<file path="src/rtl/bus_requester.sv">
// Byte-serial to Wishbone bridge: decodes {we,adr} command frames from the rx stream,
// runs one Wishbone cycle with a timeout, and returns a status byte plus read data on tx.
module bus_requester #(
    parameter int TIMEOUT = 255
) (
    input  logic        clk,
    input  logic        rst,
    input  logic [7:0]  rx_data,
    input  logic        rx_valid,
    output logic        rx_ready,
    output logic [7:0]  tx_data,
    output logic        tx_valid,
    input  logic        tx_ready,
    output logic        wb_stb_o,
    output logic        wb_cyc_o,
    output logic        wb_we_o,
    output logic [6:0]  wb_adr_o,
    output logic [31:0] wb_dat_o,
    input  logic [31:0] wb_dat_i,
    input  logic        wb_ack_i
);

    typedef enum logic [2:0] {CMD, DATA, BUS, STATUS, RDATA} state_t;

    localparam logic [7:0] TLAST = 8'(TIMEOUT - 1);

    state_t      state, next_state;
    logic [1:0]  cnt;
    logic [7:0]  tcnt;
    logic [7:0]  status;
    logic [31:0] rdata;
    logic        rx_fire, tx_fire, ack_ok, expire;

    assign rx_fire = rx_valid && rx_ready;
    assign tx_fire = tx_valid && tx_ready;
    // Ack is only meaningful while the strobe is out; ack wins over a same-cycle expiry.
    assign ack_ok  = wb_stb_o && wb_ack_i;
    assign expire  = wb_stb_o && !wb_ack_i && (tcnt == TLAST);

    always_ff @(posedge clk) begin
        // NOTE: sequential state uses non-blocking assignments so every flop samples pre-edge values.
        if (rst) state <= CMD;
        else     state <= next_state;
    end

    always_comb begin
        // NOTE: defaults first so no path through the case leaves an output unassigned (no latches).
        next_state = state;
        rx_ready   = 1'b0;
        tx_valid   = 1'b0;
        case (state)
            CMD: begin
                rx_ready = 1'b1;
                if (rx_fire) next_state = rx_data[7] ? DATA : BUS;
            end
            DATA: begin
                rx_ready = 1'b1;
                if (rx_fire && cnt == 2'd3) next_state = BUS;
            end
            BUS: begin
                if (ack_ok || expire) next_state = STATUS;
            end
            STATUS: begin
                tx_valid = 1'b1;
                if (tx_fire) next_state = (!wb_we_o && status == 8'h00) ? RDATA : CMD;
            end
            RDATA: begin
                tx_valid = 1'b1;
                if (tx_fire && cnt == 2'd3) next_state = CMD;
            end
            default: next_state = CMD;
        endcase
    end

    always_ff @(posedge clk) begin
        // NOTE: every register here is a plain flop (no memory array), so all of them are reset.
        if (rst) begin
            cnt      <= '0;
            tcnt     <= '0;
            status   <= '0;
            rdata    <= '0;
            tx_data  <= '0;
            wb_stb_o <= 1'b0;
            wb_cyc_o <= 1'b0;
            wb_we_o  <= 1'b0;
            wb_adr_o <= '0;
            wb_dat_o <= '0;
        end else begin
            // Strobe and cycle are registered copies of "in BUS next cycle".
            wb_stb_o <= (next_state == BUS);
            wb_cyc_o <= (next_state == BUS);
            if (state != BUS) tcnt <= '0;
            case (state)
                CMD: begin
                    if (rx_fire) begin
                        wb_we_o  <= rx_data[7];
                        wb_adr_o <= rx_data[6:0];
                        wb_dat_o <= '0;
                        cnt      <= '0;
                    end
                end
                DATA: begin
                    if (rx_fire) begin
                        wb_dat_o <= {wb_dat_o[23:0], rx_data};
                        cnt      <= cnt + 2'd1;
                    end
                end
                BUS: begin
                    if (ack_ok) begin
                        rdata   <= wb_we_o ? 32'h0 : wb_dat_i;
                        status  <= 8'h00;
                        tx_data <= 8'h00;
                    end else if (expire) begin
                        rdata   <= '0;
                        status  <= 8'hFF;
                        tx_data <= 8'hFF;
                    end else if (wb_stb_o) begin
                        tcnt <= tcnt + 8'd1;
                    end
                end
                STATUS, RDATA: begin
                    // Read data drains MSB first through a shift register into tx_data.
                    if (tx_fire) begin
                        tx_data <= rdata[31:24];
                        rdata   <= {rdata[23:0], 8'h00};
                        cnt     <= (state == STATUS) ? 2'd0 : cnt + 2'd1;
                    end
                end
                default: ;
            endcase
        end
    end

endmodule

</file>
<file path="config.mk">
export PLATFORM = sky130hd
export DESIGN_NAME = bus_requester
export DESIGN_NICKNAME = d
export VERILOG_FILES = /design/src/rtl/bus_requester.sv
export SDC_FILE = /design/constraint.sdc
export NUM_CORES = 1
export LEC_CHECK = 0
export ABC_AREA = 1
export CAP_MARGIN = 20
export CORE_ASPECT_RATIO = 1.5
export CORE_MARGIN = 2
export CORE_UTILIZATION = 46
export CTS_CLUSTER_DIAMETER = 80
export DETAILED_ROUTE_END_ITERATION = 6
export HOLD_SLACK_MARGIN = 0.15
export PLACE_DENSITY = 0.76
export SKIP_CTS_REPAIR_TIMING = 1
export SKIP_LAST_GASP = 1
export SLEW_MARGIN = 20
export SYNTH_ARGS = -nofsm -noshare
export SYNTH_HDL_FRONTEND = slang
export SYNTH_SLANG_ARGS = --single-unit
export TNS_END_PERCENT = 50
</file>
<file path="constraint.sdc">
create_clock -name clk -period 1.8 [get_ports clk]
set_clock_uncertainty 0.2 [all_clocks]
set_input_delay 0.36 -clock clk [delete_from_list [all_inputs] [get_ports clk]]
set_output_delay 0.36 -clock clk [all_outputs]
set_load 0.01 [all_outputs]
</file>
==> out/summary.json <==
{
  "timing": {
    "worst_slew_margin_relative_to_its_limit_pct": 78.0,
    "finalCriticalPeriod_ps": 1860,
    "max_freq_mhz": 539,
    "finalCritPeriodShare_pct": 103,
    "layout_setup_ws_ps": -55.2,
    "drv_slew": 0,
    "timing.final.hold_violations": 0,
    "setup_violations": 21,
    "max_slew.worst_pin.slew_ps": 330,
    "setup_repair_after_global_routing_missed_its_margin": "true"
  },
  "route": {
    "drt_first_pass_iters": 7,
    "viasPerCell": 5.16,
    "route.final.wire_length_mm": 12.5,
    "initialDrtViolationCount": 302,
    "drtAntennaViolNets": 0,
    "drt-wirelength-per-cell_um": 13.5,
    "drc_errors": 0,
    "routed-via-count": 4780
  },
  "synth": {
    "synthDistinctLibCells": 24,
    "synthesis.nets": 739,
    "synth_sequential_area_ratio_pct": 42.5,
    "yosysWarnings": 0,
    "syn-instance-count": 691,
    "synthesis.area_per_instance_um2": 6.48,
    "mappedNetlistArea_mm2": 0.00448,
    "ys_seq_elements": 95
  },
  "setup_path": {
    "critical_path_rt_ps": 1240,
    "timing.critical_path.slowest_cell_delay_ps": 560,
    "worstRegToRegCells": 10,
    "crit_slowest_cell": "sky130_fd_sc_hd__clkdlybuf4s50_1",
    "worst_path_dominant_cell_family": "buffers and inverters",
    "worst-endpoint-arrival_ps": 1300,
    "critical_path.endpoint_type": "output pin",
    "worstPathMaxFanout": 3,
    "cp_cell_sequence": "clkdlybuf4s50_1",
    "reg2reg_slack_ps": -10,
    "critical_path.n_buffers_inverters": 1,
    "cp.depth": 1,
    "worstSetupPathType": "flop to output pin",
    "cp-start-kind": "flop"
  },
  "run_status": {
    "outcome": "complete, but fails checks",
    "failing_checks": "negative setup slack"
  },
  "placement": {
    "port_buffers": 96,
    "detailedPlacementHpwl_mm": 7.82,
    "gpl.final_weighted_congestion": 0.867,
    "placement.cell_area_mm2": 0.00568
  },
  "floorplanning": {
    "io_pins": 97,
    "die-area_mm2": 0.0106,
    "die_height_um": 125,
    "core-area_mm2": 0.00958,
    "die-width_um": 84.6,
    "initial_core_util_pct": 46.7,
    "row_count": 44
  },
  "clock_network": {
    "clk-insertion-delay-late_ps": 350,
    "cts_htree_levels": 3,
    "number_of_buffers_between_clock_root_and_the_deepest_sink": 2,
    "cts.clk_slew.worst_paths_ps": 70,
    "cts-buffers-inserted": 9,
    "root_buffer": "sky130_fd_sc_hd__clkbuf_16",
    "number_of_sinks_on_the_clock_net": 95,
    "cts_tree": "built"
  },
  "job": {
    "max_cap_check_violation_count": 0
  },
  "grt": {
    "antenna_found_initial": 0,
    "global_route.usage.total_pct": 21.3,
    "largest_net_degree_at_the_start_of_global_routing": 58,
    "grt-ovfl-total": 0,
    "first_pass_grt_wire_length_mm": 18.6,
    "first_global_vias": 4300
  },
  "worst_hold_path": {
    "min_path_type": "flop to flop",
    "instance_count_along_the_most_critical_hold_path": 2
  },
  "cells_and_area": {
    "design.final.nets": 855,
    "layout-area-overhead-vs-synth_pct": 41.9,
    "antenna_cells": 0,
    "final_core_util_pct": 66.3,
    "drive_above_1_share_pct": 11.2,
    "final_cell_area_mm2": 0.00635
  },
  "pwr": {
    "areal_power_density_over_the_cells_mw_per_mm2": 765,
    "largest_voltage_drop_on_the_vdd_net_mv": 0.663,
    "total_power_mw": 4.86,
    "power.leakage_nw": 2.68
  }
}
## layer usage
metal,track usage (%),share of wire (%),up-vias
li1,-,-,2379
met1,23.9,39,2208
met2,36.5,52,164
met3,6.89,6.3,29
met4,9.15,3.2,0
met5,0,0,-
## flip-flops by register name, indices dropped and copies added (netlist names)
name / cells
rdata: 32
wb_dat_o: 32
tcnt: 8
tx_data: 8
wb_adr_o: 7
state: 3
cnt: 2
status: 1
wb_cyc_o: 1
wb_we_o: 1
## cells in the mapped netlist
master	number	share of area [%]
sky130_fd_sc_hd__a21oi_1	43	4.8
sky130_fd_sc_hd__buf_1	4	0.34
sky130_fd_sc_hd__buf_2	12	1.3
sky130_fd_sc_hd__buf_4	1	0.17
sky130_fd_sc_hd__buf_6	8	2.0
sky130_fd_sc_hd__clkbuf_1	14	1.2
sky130_fd_sc_hd__dfxtp_1	95	42
sky130_fd_sc_hd__ha_1	3	0.84
sky130_fd_sc_hd__inv_1	57	4.8
sky130_fd_sc_hd__inv_2	1	0.084
sky130_fd_sc_hd__nand2_1	222	19
sky130_fd_sc_hd__nand2_2	1	0.14
sky130_fd_sc_hd__nand2_4	2	0.50
sky130_fd_sc_hd__nand3_1	43	4.8
sky130_fd_sc_hd__nand3_2	1	0.22
sky130_fd_sc_hd__nand3_4	1	0.39
sky130_fd_sc_hd__nand3b_1	3	0.50
sky130_fd_sc_hd__nand4_1	6	0.84
sky130_fd_sc_hd__nor2_1	137	11
sky130_fd_sc_hd__nor2_4	2	0.50
sky130_fd_sc_hd__nor4_1	1	0.14
sky130_fd_sc_hd__o21a_1	1	0.17
sky130_fd_sc_hd__o21ai_0	13	1.5
sky130_fd_sc_hd__o21ai_1	20	2.2
## logic make-up (layout without fill, tap and decap cells)
family | after synthesis | count (layout) | synth area share, %
AND/OR/NAND/NOR | 419 | 421 | 38.1
buffers and inverters | 97 | 216 | 9.89
flip-flops | 95 | 95 | 42.5
AO/OA/AOI/OAI | 77 | 77 | 8.66
adder cells (fa/ha/maj) | 3 | 3 | 0.838
## report_power, final
part / total [mW] / internal (mW) / switching, mW
registers: 2.21 / 2.17 / 0.0423
clock network: 1.91 / 0.985 / 0.921
logic: 0.746 / 0.353 / 0.394
## metrics by stage
step | instances | worst slack, ps | TNS [ps] | hold slack (ps)
4_1_cts | 912 | -400 | -4180 | 274
6_report | 927 | -55.2 | -641 | 268
3_5_place_dp | 896 | -284 | -10280 | 260
3_3_place_gp | 896 | -243 | -9170 | 254
2_1_floorplan | 691 | 148 | 0 | 240
5_1_grt | 927 | -116 | -3740 | 291
## final cells by class
cell class,count,area (um^2)
fillers,813,3230
inverters,58,218
multi-input cells,501,2220
repair buffers,142,1560
clock inverters,7,77.6
flip-flops and latches,95,1910
well taps,115,144
clock buffers,9,225
## worst paths after layout
| kind | startpoint | to |
|---|---|---|
| setup / recovery | wb_dat_o[23]$_SDFFE_PP0P_ | wb_dat_o[23] |
| hold / removal | wb_dat_o[25]$_SDFFE_PP0P_ | wb_dat_o[25]$_SDFFE_PP0P_ |
| setup reg to reg | state[0]$_SDFF_PP0_ | rdata[9]$_SDFFE_PP0P_ |
| hold reg to reg | wb_dat_o[25]$_SDFFE_PP0P_ | wb_dat_o[25]$_SDFFE_PP0P_ |
## layout by cell type (no fill, tap or decap), drive strengths merged
cell type	n
clkinv	4
nor4	1
clkdlybuf4s50	86
nand2	225
dlymetal6s2s	10
buf	39
o21a	1
clkbuf	16
a21oi	43
nand3b	3
nor2	139
ha	3
nand3	47
o21ai	33
inv	61
dfxtp	95
nand4	6
Power figures use the tool's default switching activity.
==> patch (config.mk and constraints unchanged) <==
Re-encode `state_t` (5 states) as one-hot, 5 bits wide.
--- a/src/rtl/bus_requester.sv
+++ b/src/rtl/bus_requester.sv
@@ -20,7 +20,7 @@
     input  logic        wb_ack_i
 );
 
-    typedef enum logic [2:0] {CMD, DATA, BUS, STATUS, RDATA} state_t;
+    typedef enum logic [4:0] {CMD = 5'b00001, DATA = 5'b00010, BUS = 5'b00100, STATUS = 5'b01000, RDATA = 5'b10000} state_t;
 
     localparam logic [7:0] TLAST = 8'(TIMEOUT - 1);
 
Function: no difference found for any inputs over 4 cycles, from zero or initial values and one cycle with rst high; so few cycles prove little.
==> patch against the original RTL <==
- sequential cell count increased by 2
- setup slack lost 0.065 ns
- critical path type unchanged
- synthesized cell count rose by 0.29%
- register-to-register slack worse by 0.10 ns
- area after synthesis is 1.3% higher
- routed wire length up 21%
- cell count grew 2.3%
- core utilization is 5.6 points higher
- the run still ends with setup timing left
- design area increased by 9.1%
- global-route usage increased by 1.2 points
- via count increased by 4.7%
- critical endpoint is now rx_ready
- maximum frequency decreased by 3.4%
- power increased by 6.5%
==> patch: results (changes against the original RTL) <==
.. list-table::
   :header-rows: 1

   * - Metric
     - Value
   * - Total wire length after detailed routing
     - 15100 um (+21%)
   * - Final net count
     - 876 (+2.5%)
   * - Largest registers in the final layout
     - rdata (32), wb_dat_o (32)
   * - Critical path startpoint
     - state[3]
   * - GP Congestion
     - 0.869 (+0.28%)
   * - Number of buffers inserted by port buffering
     - 96 (unchanged)
   * - Number of diodes
     - 0 (unchanged)
   * - Final setup violation count
     - 65 (+210%)
   * - CTS buffer count
     - 9 (unchanged)
   * - Area contributors post-synth
     - sky130_fd_sc_hd__dfxtp_1 (43%), sky130_fd_sc_hd__nand2_1 (21%), sky130_fd_sc_hd__nor2_1 (6.9%)
   * - Max Root-Sink Buffers
     - 2 (unchanged)
   * - Final slew viol count
     - 0 (unchanged)
   * - Static Leakage
     - 3.09 nW (+15%)
   * - Least-Margin Pin Slew
     - 0.497 ns (+0.167 ns)
   * - Number of fill cells
     - 714 (-12%)
   * - Syn. warnings
     - 0 (unchanged)
   * - Latest clock arrival within the worst-skew pair
     - 0.35 ns (about the same)
   * - Seq/Total Area, Yosys
     - 42.8% (+0.34 points)
   * - Clock slew seen by the registers of the worst setup and hold paths
     - 0.07 ns (about the same)
   * - Maximum fanout encountered on the critical timing path
     - 4 (+1)
   * - Layout cells sized above 1
     - 20.8% (+9.6 points)
   * - First-pass iteration count of the detailed router
     - 5 (-2)
   * - Leading post-synthesis cells by instance count
     - sky130_fd_sc_hd__nand2_1 (248), sky130_fd_sc_hd__dfxtp_1 (97), sky130_fd_sc_hd__nor2_1 (83)
   * - Wire length of the first global-routing pass
     - 19700 um (+6.0%)
   * - Number of nets in the synthesized netlist
     - 741 (+0.27%)
   * - Largest net degree at the start of global routing
     - 67 (+16%)
   * - Dominant register cell in the synthesized netlist
     - sky130_fd_sc_hd__dfxtp_1
   * - Run status
     - complete, but fails checks
   * - Total placed instance area
     - 0.00583 mm^2 (+2.7%)
   * - Via count of the first global-routing pass
     - 4544 (+5.7%)
   * - Power per cell area
     - 747 mW/mm^2 (-2.4%)
   * - Post-route worst setup slack
     - -0.120 ns (-0.0652 ns)
   * - Hold Startpoint
     - wb_dat_o[28]
   * - Class of the worst hold path
     - reg -> reg
   * - HPWL after DPL
     - 8330 um (+6.6%)
   * - Vias
     - 5006 (+4.7%)
   * - Post-route DRC
     - 0 (unchanged)
   * - H-tree depth reported by CTS
     - 3 (unchanged)
   * - Total global routing track utilization
     - 22.4% (+1.2 points)
   * - Post-synth top area share
     - 42.8% (+0.34 points)
   * - Violation count after the first detailed-routing iteration
     - 300 (-0.66%)
   * - Proportion of register bits with asynchronous set or reset after synthesis
     - 0% (unchanged)
   * - Violated checks
     - setup timing
   * - Max rail drop VDD
     - 0.572 mV (-14%)
   * - Clock Root Buffer
     - sky130_fd_sc_hd__clkbuf_16
   * - Number of antenna violations at the first check in global routing
     - 0 (unchanged)
   * - Count of distinct cell types in the synthesized netlist
     - 27 (+13%)
   * - Arrival time of data at the critical path endpoint
     - 1.36 ns (+0.06 ns)
==> patch: cell types whose count changed in the layout (fill, tap and decap cells not counted), moves of 5 or more <==
cell,delta
sky130_fd_sc_hd__nor2_1,-58
sky130_fd_sc_hd__nand2_2,+25
sky130_fd_sc_hd__o21ai_0,+19
sky130_fd_sc_hd__o21ai_1,-19
sky130_fd_sc_hd__nand2_1,-16
sky130_fd_sc_hd__nand2_4,+15
sky130_fd_sc_hd__inv_2,+14
sky130_fd_sc_hd__buf_12,+8
sky130_fd_sc_hd__inv_1,+8
sky130_fd_sc_hd__a21oi_1,+7
sky130_fd_sc_hd__clkdlybuf4s50_1,-6
sky130_fd_sc_hd__dlymetal6s2s_1,+5
==> patch: per-stage QoR <==
step,setup TNS [ns],setup WS [ns],std cells
floorplan,0,0.0774,693
global placement,-9.08,-0.213,907
detailed placement,-13.41,-0.263,907
CTS,-6.59,-0.478,923
global route,-8.97,-0.200,948
finish,-3.23,-0.120,948
==> patch: layer usage <==
metal,routed length (um),GRT usage (%)
met1,5370,24.3
met2,8150,41.2
met5,0,0
met3,1020,6.16
met4,545,7.75
==> patch: cell families (layout without fill, tap and decap cells) <==
| kind of cell | Yosys count | in the layout | share of synthesized area (%) |
|---|---|---|---|
| and+or+nand+nor | 390 | 391 | 35.7 |
| AOI/OAI and AO/OA | 87 | 87 | 9.71 |
| buffers and inverters | 115 | 254 | 10.8 |
| xor gates and xnor gates | 1 | 1 | 0.193 |
| DFF | 97 | 97 | 42.8 |
| adders and majority gates | 3 | 3 | 0.828 |
==> patch: layout make-up <==
cell class	count	share of cell area (%)
multi-input combinational	482	34.8
sequential	97	28.2
timing repair buffer	156	26.1
inverter	82	4.44
clock buffer	9	3.25
tap	115	2.08
clock inverter	7	1.12
==> patch: worst max-delay path, stage by stage, from the launching register on <==
cell and delay (ns):
sky130_fd_sc_hd__dfxtp_2 0.36, sky130_fd_sc_hd__nor2_4 0.12, sky130_fd_sc_hd__buf_4 0.14, sky130_fd_sc_hd__nand3_1 0.11, sky130_fd_sc_hd__nand2_1 0.11, sky130_fd_sc_hd__dlymetal6s2s_1 0.18
==> patch: final timing paths <==
path,endpoint,slack [ns],cells after the start
worst max-delay path,rx_ready,-0.12,5
worst min register to register,wb_dat_o[28],0.26,2
worst min-delay path,wb_dat_o[28],0.26,2
worst max register to register,rdata[16],-0.11,10
==> patch: report_power, final <==
group / switching, W / internal [W]
Sequential: 0.0000523 / 0.00223
Combinational: 0.000481 / 0.000449
Clock: 0.000878 / 0.00109
Total: 0.00141 / 0.00376
